`config.mk`:
```
export PLATFORM = sky130hd
export DESIGN_NAME = ysyx_22050710_lsu
export DESIGN_NICKNAME = d
export VERILOG_FILES = /design/src/rtl/ysyx_22050710_lsu.sv
export SDC_FILE = /design/constraint.sdc
export NUM_CORES = 1
export LEC_CHECK = 0
export BUFFER_PORTS_ARGS = -buffer_cell sky130_fd_sc_hd__buf_2
export CAP_MARGIN = 10
export CORE_MARGIN = 4
export CORE_UTILIZATION = 45
export DETAILED_ROUTE_END_ITERATION = 8
export PLACE_DENSITY = 0.7
export SLEW_MARGIN = 40
export SYNTH_ARGS = -nofsm -noshare
export SYNTH_HDL_FRONTEND = slang
export SYNTH_SLANG_ARGS = --single-unit
```
`constraint.sdc`:
```
create_clock -name i_clk -period 5.4 [get_ports i_clk]
set_input_delay 1.08 -clock i_clk [delete_from_list [all_inputs] [get_ports i_clk]]
set_output_delay 1.08 -clock i_clk [all_outputs]
set_load 0.01 [all_outputs]
```
`src/rtl/ysyx_22050710_lsu.sv`:
```
// ysyx_22050710_lsu
// Memory-stage load/store unit. Accepts one instruction from execute,
// issues at most one aligned 64-bit request on a valid/ready memory port,
// and hands one registered result to write-back.
//
// Ports:
//   i_clk, i_rst          clock and synchronous active-high reset
//   i_valid / o_ready     upstream handshake (ready only while idle)
//   i_alu_result          effective address for memory ops, else the result
//   i_wdata               store data
//   i_mem_en, i_mem_op    memory op flag; op = {store, unsigned, size[1:0]}
//   o_mem_req_valid / i_mem_req_ready, o_mem_addr, o_mem_wen,
//   o_mem_wdata, o_mem_wmask   memory request channel
//   i_mem_rsp_valid, i_mem_rdata   memory response channel
//   o_valid / i_wb_ready  write-back handshake
//   o_result, o_misalign  write-back payload
module ysyx_22050710_lsu #(
  parameter int WORD_WD = 64
) (
  input  logic               i_clk,
  input  logic               i_rst,
  input  logic               i_valid,
  output logic               o_ready,
  input  logic [WORD_WD-1:0] i_alu_result,
  input  logic [WORD_WD-1:0] i_wdata,
  input  logic               i_mem_en,
  input  logic [3:0]         i_mem_op,
  output logic               o_mem_req_valid,
  input  logic               i_mem_req_ready,
  output logic [WORD_WD-1:0] o_mem_addr,
  output logic               o_mem_wen,
  output logic [WORD_WD-1:0] o_mem_wdata,
  output logic [7:0]         o_mem_wmask,
  input  logic               i_mem_rsp_valid,
  input  logic [WORD_WD-1:0] i_mem_rdata,
  output logic               o_valid,
  input  logic               i_wb_ready,
  output logic [WORD_WD-1:0] o_result,
  output logic               o_misalign
);

  typedef enum logic [1:0] {IDLE, REQ, WAIT, DONE} state_t;

  state_t state;
  state_t state_nxt;

  logic [WORD_WD-1:0] addr_q;
  logic [WORD_WD-1:0] wdata_q;
  logic [3:0]         op_q;
  logic [WORD_WD-1:0] result_q;
  logic               misalign_q;

  logic               in_misalign;
  logic               accept;
  logic [WORD_WD-1:0] lane;
  logic [WORD_WD-1:0] load_ext;
  logic [7:0]         size_mask;

  assign accept = (state == IDLE) && i_valid;

  // An access is misaligned when the low address bits below the access
  // size are not all zero; a doubleword needs all three clear.
  always_comb begin
    in_misalign = 1'b0;
    case (i_mem_op[1:0])
      2'd0: in_misalign = 1'b0;
      2'd1: in_misalign = i_alu_result[0];
      2'd2: in_misalign = |i_alu_result[1:0];
      2'd3: in_misalign = |i_alu_result[2:0];
      default: in_misalign = 1'b0;
    endcase
  end

  // State register; reset returns to IDLE even in the middle of a request.
  always_ff @(posedge i_clk) begin
    if (i_rst) begin
      state <= IDLE;
    end else begin
      state <= state_nxt;
    end
  end

  // Next-state logic. Non-memory and misaligned instructions skip the
  // memory port entirely and go straight to DONE.
  always_comb begin
    state_nxt = state;
    case (state)
      IDLE: begin
        if (i_valid) begin
          if (!i_mem_en || in_misalign) begin
            state_nxt = DONE;
          end else begin
            state_nxt = REQ;
          end
        end
      end
      REQ: begin
        if (i_mem_req_ready) begin
          state_nxt = WAIT;
        end
      end
      WAIT: begin
        if (i_mem_rsp_valid) begin
          state_nxt = DONE;
        end
      end
      DONE: begin
        if (i_wb_ready) begin
          state_nxt = IDLE;
        end
      end
      default: state_nxt = IDLE;
    endcase
  end

  // Lane-select the returned doubleword, then truncate and extend to the
  // access size. A doubleword load has nothing to extend, so the unsigned
  // bit has no effect there.
  always_comb begin
    lane     = i_mem_rdata >> {addr_q[2:0], 3'b000};
    load_ext = lane;
    case (op_q[1:0])
      2'd0: load_ext = op_q[2] ? {{(WORD_WD-8){1'b0}}, lane[7:0]}
                               : {{(WORD_WD-8){lane[7]}}, lane[7:0]};
      2'd1: load_ext = op_q[2] ? {{(WORD_WD-16){1'b0}}, lane[15:0]}
                               : {{(WORD_WD-16){lane[15]}}, lane[15:0]};
      2'd2: load_ext = op_q[2] ? {{(WORD_WD-32){1'b0}}, lane[31:0]}
                               : {{(WORD_WD-32){lane[31]}}, lane[31:0]};
      default: load_ext = lane;
    endcase
  end

  // Capture the instruction on acceptance and the load result on the
  // response. The result register is what write-back sees, so it only
  // changes at those two points and stays stable through a DONE stall.
  always_ff @(posedge i_clk) begin
    if (i_rst) begin
      addr_q     <= '0;
      wdata_q    <= '0;
      op_q       <= '0;
      result_q   <= '0;
      misalign_q <= 1'b0;
    end else if (accept) begin
      addr_q     <= i_alu_result;
      wdata_q    <= i_wdata;
      op_q       <= i_mem_op;
      misalign_q <= i_mem_en && in_misalign;
      result_q   <= i_mem_en ? '0 : i_alu_result;
    end else if ((state == WAIT) && i_mem_rsp_valid) begin
      result_q <= op_q[3] ? '0 : load_ext;
    end
  end

  // Byte-enable pattern for the access size before shifting into its lane.
  always_comb begin
    size_mask = 8'h00;
    case (op_q[1:0])
      2'd0: size_mask = 8'h01;
      2'd1: size_mask = 8'h03;
      2'd2: size_mask = 8'h0F;
      2'd3: size_mask = 8'hFF;
      default: size_mask = 8'h00;
    endcase
  end

  // Request fields are built only from captured registers and are forced
  // to zero outside REQ, so they read as reset values whenever idle.
  always_comb begin
    o_mem_req_valid = (state == REQ);
    o_mem_addr      = '0;
    o_mem_wen       = 1'b0;
    o_mem_wdata     = '0;
    o_mem_wmask     = 8'h00;
    if (state == REQ) begin
      o_mem_addr  = {addr_q[WORD_WD-1:3], 3'b000};
      o_mem_wen   = op_q[3];
      o_mem_wdata = wdata_q << {addr_q[2:0], 3'b000};
      o_mem_wmask = op_q[3] ? (size_mask << addr_q[2:0]) : 8'h00;
    end
  end

  assign o_ready    = (state == IDLE);
  assign o_valid    = (state == DONE);
  assign o_result   = result_q;
  assign o_misalign = misalign_q;

endmodule

```
==> results.py, run 1 <==
metrics = {
    "power_and_ir_drop": {
        "switching_share_pct": 44.3,
        "power.switching_mw": 2.81,
        "p_comb_share_pct": 45.3,
        "sequentialPowerShare_pct": 34.0,
        "power_per_cell_area_nw_per_um2": 434,
        "leak_nw": 6.01,
        "irDropWorstVdd_mv": 0.335,
        "power_frac_clock_pct": 20.8,
        "p_int_mw": 3.53,
    },
    "sta": {
        "transition_time_at_the_pin_with_the_least_slew_margin_ns": 0.837,
        "hold_violations": 0,
        "rsz0062_at_grt": "false",
        "final-setup-viol-count": 0,
        "period_share_pct": 72.3,
        "maxSlewHeadroom_pct": 44.1,
        "finClkSkew_ns": 0.0131,
        "setup_tns_ns": 0,
        "timing.final.max_slew_violations": 0,
        "period_minus_slack_ns": 3.90,
        "max_clock_freq_ghz": 0.256,
    },
    "clock_network": {
        "clock_insertion_delay_worst_skew_ns": 0.45,
        "post-cts-setup-buffers": 0,
        "number_of_gates_resized_after_cts": 0,
        "clkTransAtPathRegs_ns": 0.08,
        "cts_num_sinks": 199,
        "htree_num_levels": 4,
        "cts_buffers": 17,
        "cts_tree": "built",
        "hold_buffers": 0,
        "cts_root_buf": "clkbuf_16",
        "largest_buffer_count_on_any_clock_path": 2,
    },
    "global_routing": {
        "grt_overflow": 0,
        "antenna_found_initial": 12,
        "pin_count_of_the_biggest_net_entering_global_routing": 117,
        "globalRouteTotalUtil_pct": 30.8,
        "first_pass_grt_wire_length_microns": 70100,
        "first_global_vias": 11700,
    },
    "cells_and_area": {
        "layout-drive-gt1-share_pct": 30.3,
        "layout-area-overhead-vs-synth_pct": 22.5,
        "filler_cell_count": 2538,
        "nets": 1980,
        "layout.cells.non_filler": 2127,
    },
    "worst_setup_path": {
        "cp_max_fo": 57,
        "timing.setup.critical_path_class": "flop to primary output",
        "start_kind": "flop",
        "crit-reg2reg-launch": "addr_q[2]",
        "r2r.worst_path.cells": 7,
        "timing.rr.end": "o_result[42]",
        "arrival_ns": 2.82,
        "timing.critical_path.to_type": "primary output",
        "worstSetupStartpoint": "addr_q[2]",
        "ff2ff_setup_slack_ns": 2.18,
        "worst_ep_required_time_ns": 4.32,
    },
    "job": {
        "drv.max_cap_violation_count": 0,
    },
    "logic_synthesis": {
        "synth_top_cell_area_share_pct": 33.4,
        "synthesis.area_sq_um": 11900,
        "synth_area_per_cell_sq_um": 8.11,
        "synth_seq_area_share_pct": 33.4,
        "asyncSetResetFlopFracSynth_pct": 0,
        "synth_largest_area_cell": "dfxtp_1",
        "yosys-top-cells-area": "dfxtp_1 33%, nand2_1 9.3%, mux2i_1 8.6%, mux4_2 8.5%, a21oi_1 7.3%",
        "synth_cell_types": 51,
        "synth_enable_flop_cells": 0,
        "ys_warn_count": 0,
        "primary_flip_flop_cell_chosen_by_synthesis_mapping": "dfxtp_1",
        "ys_ff_latch": 199,
        "post_synth_inst_count": 1472,
    },
    "floorplan": {
        "floorplan.core_area_sq_um": 26100,
        "initial_utilization_pct": 45.8,
        "fp.dieW_microns": 171,
        "cell_row_count": 59,
        "floorplan.io_pins": 408,
        "vertical_die_dimension_microns": 171,
        "design.die.area_sq_um": 29200,
    },
    "placed_design": {
        "estimated_wirelength_of_the_detail_placed_design_microns": 35300,
        "placed_cells_incl_taps": 2089,
        "routabilityCongestion": 0.983,
        "port-buffer-count": 404,
    },
    "drt": {
        "detail-route-antenna-nets": 0,
        "first_iter_violations": 1298,
        "avgRoutedWirePerCell_microns": 22.2,
        "routed-via-count": 12700,
        "first_pass_iters": 5,
        "via_per_inst": 5.97,
        "route.final.wire_length_microns": 47300,
        "drc": 0,
    },
    "outcome": {
        "outcome": "completed",
    },
    "hold_path": {
        "hold_path.class": "flop to flop",
        "hold_depth": 2,
        "worstHoldEndpoint": "addr_q[5]",
        "min_from": "addr_q[5]",
    },
}
[synthesized netlist by cell type, types with 11 or more instances]
library cell,n
nand2_1,297
dfxtp_1,199
a21oi_1,175
mux2i_1,102
clkbuf_1,96
nor2_1,93
and2_1,81
o21ai_0,49
mux4_2,45
a22oi_1,40
o22ai_1,38
nor2b_1,36
a211oi_1,25
buf_2,24
mux2_2,16
buf_4,12
o211ai_1,12
inv_1,11
[sequential cells by signal (all words and copies together), names as in the netlist]
register    count
addr_q         64
o_misalign      1
o_result       64
op_q            4
state           2
wdata_q        64
[power groups by stage]
stage | clock, mW | sequential [mW] | combinational [mW]
6_report | 1.32 | 2.15 | 2.87
5_1_grt | 1.39 | 2.20 | 3.14
4_1_cts | 1.33 | 2.14 | 2.83
3_5_place_dp | 0 | 2.17 | 2.83
3_3_place_gp | 0 | 2.18 | 2.76
2_1_floorplan | 0 | 2.12 | 1.89
[cells in the final DEF (no fill, tap or decap), types with 4 or more instances in the layout]
master | netlist | final
nor2_1 | 93 | 92
buf_4 | 12 | 15
o2bb2ai_1 | 6 | 6
and2_1 | 81 | 80
inv_1 | 11 | 11
a311oi_1 | 6 | 6
diode_2 | 0 | 6
o211ai_1 | 12 | 12
a211oi_1 | 25 | 24
dfxtp_1 | 199 | 196
and3_1 | 9 | 9
nor3_1 | 10 | 10
clkbuf_16 | 0 | 17
a22o_1 | 9 | 9
a2111oi_1 | 9 | 9
o22ai_1 | 38 | 38
inv_8 | 0 | 4
a2bb2oi_1 | 7 | 7
a221oi_1 | 10 | 10
o21ai_0 | 49 | 49
mux4_2 | 45 | 45
a21oi_1 | 175 | 174
nand2_1 | 297 | 295
o32ai_2 | 5 | 5
buf_2 | 24 | 403
clkinv_8 | 0 | 5
a22oi_1 | 40 | 40
nor2b_1 | 36 | 34
mux2i_1 | 102 | 102
mux2_2 | 16 | 16
[cells by family (layout without fill, tap and decap cells)]
family | Yosys count | count (layout) | share of synthesized area [%]
mux | 163 | 163 | 18.5
flops | 199 | 199 | 33.4
simple gates | 543 | 543 | 20.5
fa+ha+maj | 4 | 4 | 0.419
buf+inv | 153 | 465 | 5.44
other cells | 1 | 9 | 0.0314
compound gates | 409 | 409 | 21.7
[layer usage]
layer,global-route usage [%],routed length [microns],vias to the layer above
met5,0,75,-
met4,9.96,1220,12
met3,7.65,4720,96
met2,45.3,21100,658
met1,44.6,20200,6095
li1,-,-,5841
[layout make-up]
class | instances | area, sq um | area share (%)
antenna | 6 | 15.0 | 0.103
clock buffer | 17 | 425 | 2.91
tap | 335 | 419 | 2.86
inverter | 11 | 41.3 | 0.282
clock inverter | 15 | 180 | 1.23
multi-input combinational | 1122 | 7370 | 50.4
timing repair buffer | 422 | 2190 | 14.9
sequential | 199 | 4000 | 27.3
[critical path, stage by stage (launching register included)]
cell	delay (ns)
dfxtp_4	0.68
buf_4	0.58
or2_1	0.44
a21oi_1	0.12
nor4b_1	0.31
buf_2	0.23
[how the worst max path moves through the flow]
stage / end / slack [ns] / cells after the start
after CTS: o_mem_wmask[5] / 1.50 / 5
after detailed placement: o_result[12] / 1.98 / 6
final: o_mem_wmask[5] / 1.50 / 5
after floorplan: o_mem_wmask[6] / 2.13 / 9
after global routing: o_mem_wmask[5] / 1.31 / 5
after global placement: o_result[8] / 2.01 / 6
[through the flow]
| stage | total power [mW] | hold slack (ns) | worst slack, ns | utilization, % | area, sq um |
|---|---|---|---|---|---|
| after floorplan | 4.01 | 0.432 | 2.13 | - | 11900 |
| after global placement | 4.94 | 0.437 | 2.01 | 53.6 | 14000 |
| after detailed placement | 5.00 | 0.442 | 1.98 | 53.7 | 14000 |
| after CTS | 6.31 | 0.453 | 1.50 | 56.0 | 14600 |
| after global routing | 6.73 | 0.471 | 1.31 | 56.1 | 14600 |
| final | 6.35 | 0.452 | 1.50 | 56.1 | 14600 |
(Power assumes the default switching activity.)
==> run 2: changes to the inputs <==
Clock period 5.4 ns to 3.8 ns, I/O delays scaled along.
==> run 2 against run 1 <==
Sequential power rose by 42%. Global-route usage grew 0.093 points. Cell count rose by 0.38%. Count of clock-buffer cells in the layout is 1 higher. Critical path depth rose by 1. Die area is the same. Sequential share of layout area fell by 0.054 points. First-iteration DRC count down 3.9%. Wire length grew 0.39%. Clock skew increased by 0.0038 ns.
==> results.py, run 2 (synthesis results as in run 1) <==
metrics = {
    "outcome": {
        "outcome": "completed",
    },
    "drt": {
        "route.final.wire_length_microns": 47500,
        "drc": 0,
        "avgRoutedWirePerCell_microns": 22.2,
        "first_pass_iters": 6,
        "routed-via-count": 12600,
        "via_per_inst": 5.92,
        "first_iter_violations": 1247,
        "detail-route-antenna-nets": 0,
    },
    "power_and_ir_drop": {
        "p_comb_share_pct": 45.9,
        "switching_share_pct": 44.0,
        "power.switching_mw": 3.95,
        "irDropWorstVdd_mv": 0.553,
        "power_per_cell_area_nw_per_um2": 613,
        "leak_nw": 6.03,
        "power_frac_clock_pct": 20.1,
        "sequentialPowerShare_pct": 34.0,
        "p_int_mw": 5.03,
    },
    "worst_setup_path": {
        "start_kind": "flop",
        "timing.setup.critical_path_class": "flop to primary output",
        "worst_ep_required_time_ns": 3.04,
        "cp_max_fo": 46,
        "timing.critical_path.to_type": "primary output",
        "arrival_ns": 2.71,
    },
    "placed_design": {
        "dp_area_sq_um": 14100,
        "estimated_wirelength_of_the_detail_placed_design_microns": 35600,
        "routabilityCongestion": 0.999,
        "placed_cells_incl_taps": 2094,
        "port-buffer-count": 404,
    },
    "global_routing": {
        "globalRouteTotalUtil_pct": 30.9,
        "grt_overflow": 0,
        "first_pass_grt_wire_length_microns": 70300,
        "first_global_vias": 11800,
        "antenna_found_initial": 13,
        "pin_count_of_the_biggest_net_entering_global_routing": 108,
    },
    "clock_network": {
        "clkTransAtPathRegs_ns": 0.08,
        "hold_buffers": 0,
        "post-cts-setup-buffers": 0,
        "cts_num_sinks": 199,
        "number_of_gates_resized_after_cts": 0,
        "clock_insertion_delay_worst_skew_ns": 0.44,
        "htree_num_levels": 4,
        "cts_buffers": 17,
        "cts_tree": "built",
        "cts_root_buf": "clkbuf_16",
        "largest_buffer_count_on_any_clock_path": 2,
    },
    "sta": {
        "timing.final.max_slew_violations": 0,
        "period_minus_slack_ns": 3.47,
        "max_clock_freq_ghz": 0.288,
        "transition_time_at_the_pin_with_the_least_slew_margin_ns": 0.771,
        "setup_tns_ns": 0,
        "maxSlewHeadroom_pct": 47.9,
        "period_share_pct": 91.4,
        "finClkSkew_ns": 0.0169,
        "final-setup-viol-count": 0,
        "rsz0062_at_grt": "false",
        "fin_worst_hold_slack_ns": 0.453,
        "hold_violations": 0,
    },
    "floorplan": {
        "cell_row_count": 59,
        "design.die.area_sq_um": 29200,
        "vertical_die_dimension_microns": 171,
        "floorplan.core_area_sq_um": 26100,
        "floorplan.io_pins": 408,
        "initial_utilization_pct": 45.8,
        "fp.dieW_microns": 171,
    },
    "cells_and_area": {
        "layout_commonest_cell": "buf_2",
        "nets": 1986,
        "layout.cells.non_filler": 2135,
        "filler_cell_count": 2512,
        "multi_input_area_sq_um": 7370,
        "final_cell_mix": "403 x buf_2, 295 x nand2_1, 196 x dfxtp_1",
        "layout-area-overhead-vs-synth_pct": 22.8,
        "layout.area.seq_sq_um": 4000,
        "final_standard_cell_area_without_fillers_sq_um": 14700,
        "layout-drive-gt1-share_pct": 30.5,
        "fin_util_pct": 56.3,
    },
    "hold_path": {
        "hold_path.class": "flop to flop",
    },
    "job": {
        "drv.max_cap_violation_count": 0,
    },
}
[run 2: cell types whose count changed in the layout (fill, tap and decap cells not counted), sizes merged]
| cell | delta |
|---|---|
| clkinv | -4 |
| buf | +5 |
| inv | +3 |
| diode | +2 |
| clkbuf | +2 |
[run 2: power by group through the flow]
| stage | sequential (mW) | clock (mW) | combinational [mW] |
|---|---|---|---|
| 5_1_grt | 3.11 | 1.92 | 4.50 |
| 2_1_floorplan | 3.01 | 0 | 2.69 |
| 3_3_place_gp | 3.05 | 0 | 4.00 |
| 3_5_place_dp | 3.08 | 0 | 4.06 |
| 6_report | 3.06 | 1.80 | 4.13 |
| 4_1_cts | 3.03 | 1.83 | 4.07 |
[run 2: per-stage QoR]
step / setup WS (ns) / power [mW]
floorplan: 0.848 / 5.70
global placement: 0.898 / 7.06
detailed placement: 0.783 / 7.14
global route: 0.324 / 9.54
CTS: 0.497 / 8.93
finish: 0.327 / 8.98
[run 2: path summary, 6_finish.rpt]
check	start	to	slack (ns)	depth (start not counted)
setup / recovery	state[1]	o_mem_wmask[5]	0.33	6
hold / removal	addr_q[4]	addr_q[4]	0.45	2
setup reg to reg	addr_q[0]	o_result[20]	0.79	6
hold reg to reg	addr_q[4]	addr_q[4]	0.45	2
[run 2: layout make-up]
cell class | instances | share of cell area [%]
Antenna cell | 8 | 0.137
Clock inverter | 14 | 0.896
Timing Repair Buffer | 428 | 15.4
Tap cell | 335 | 2.86
Multi-Input combinational cell | 1122 | 50.3
Clock buffer | 18 | 2.93
Inverter | 11 | 0.282
Sequential cell | 199 | 27.3
[run 2: per-layer routing]
layer,vias up,part of all wire [%],global-route usage [%]
li1,5856,-,-
met1,6039,42,44.0
met2,655,45,46.9
met3,76,10,8.09
met4,12,2.3,8.27
met5,-,0.15,0
[run 2: critical path, cell delays in order, from the launching register on]
cell,delay [ns]
dfxtp_1,0.35
inv_1,0.10
ha_2,0.21
buf_4,0.37
nand2_1,0.23
nor4b_1,0.74
buf_2,0.28
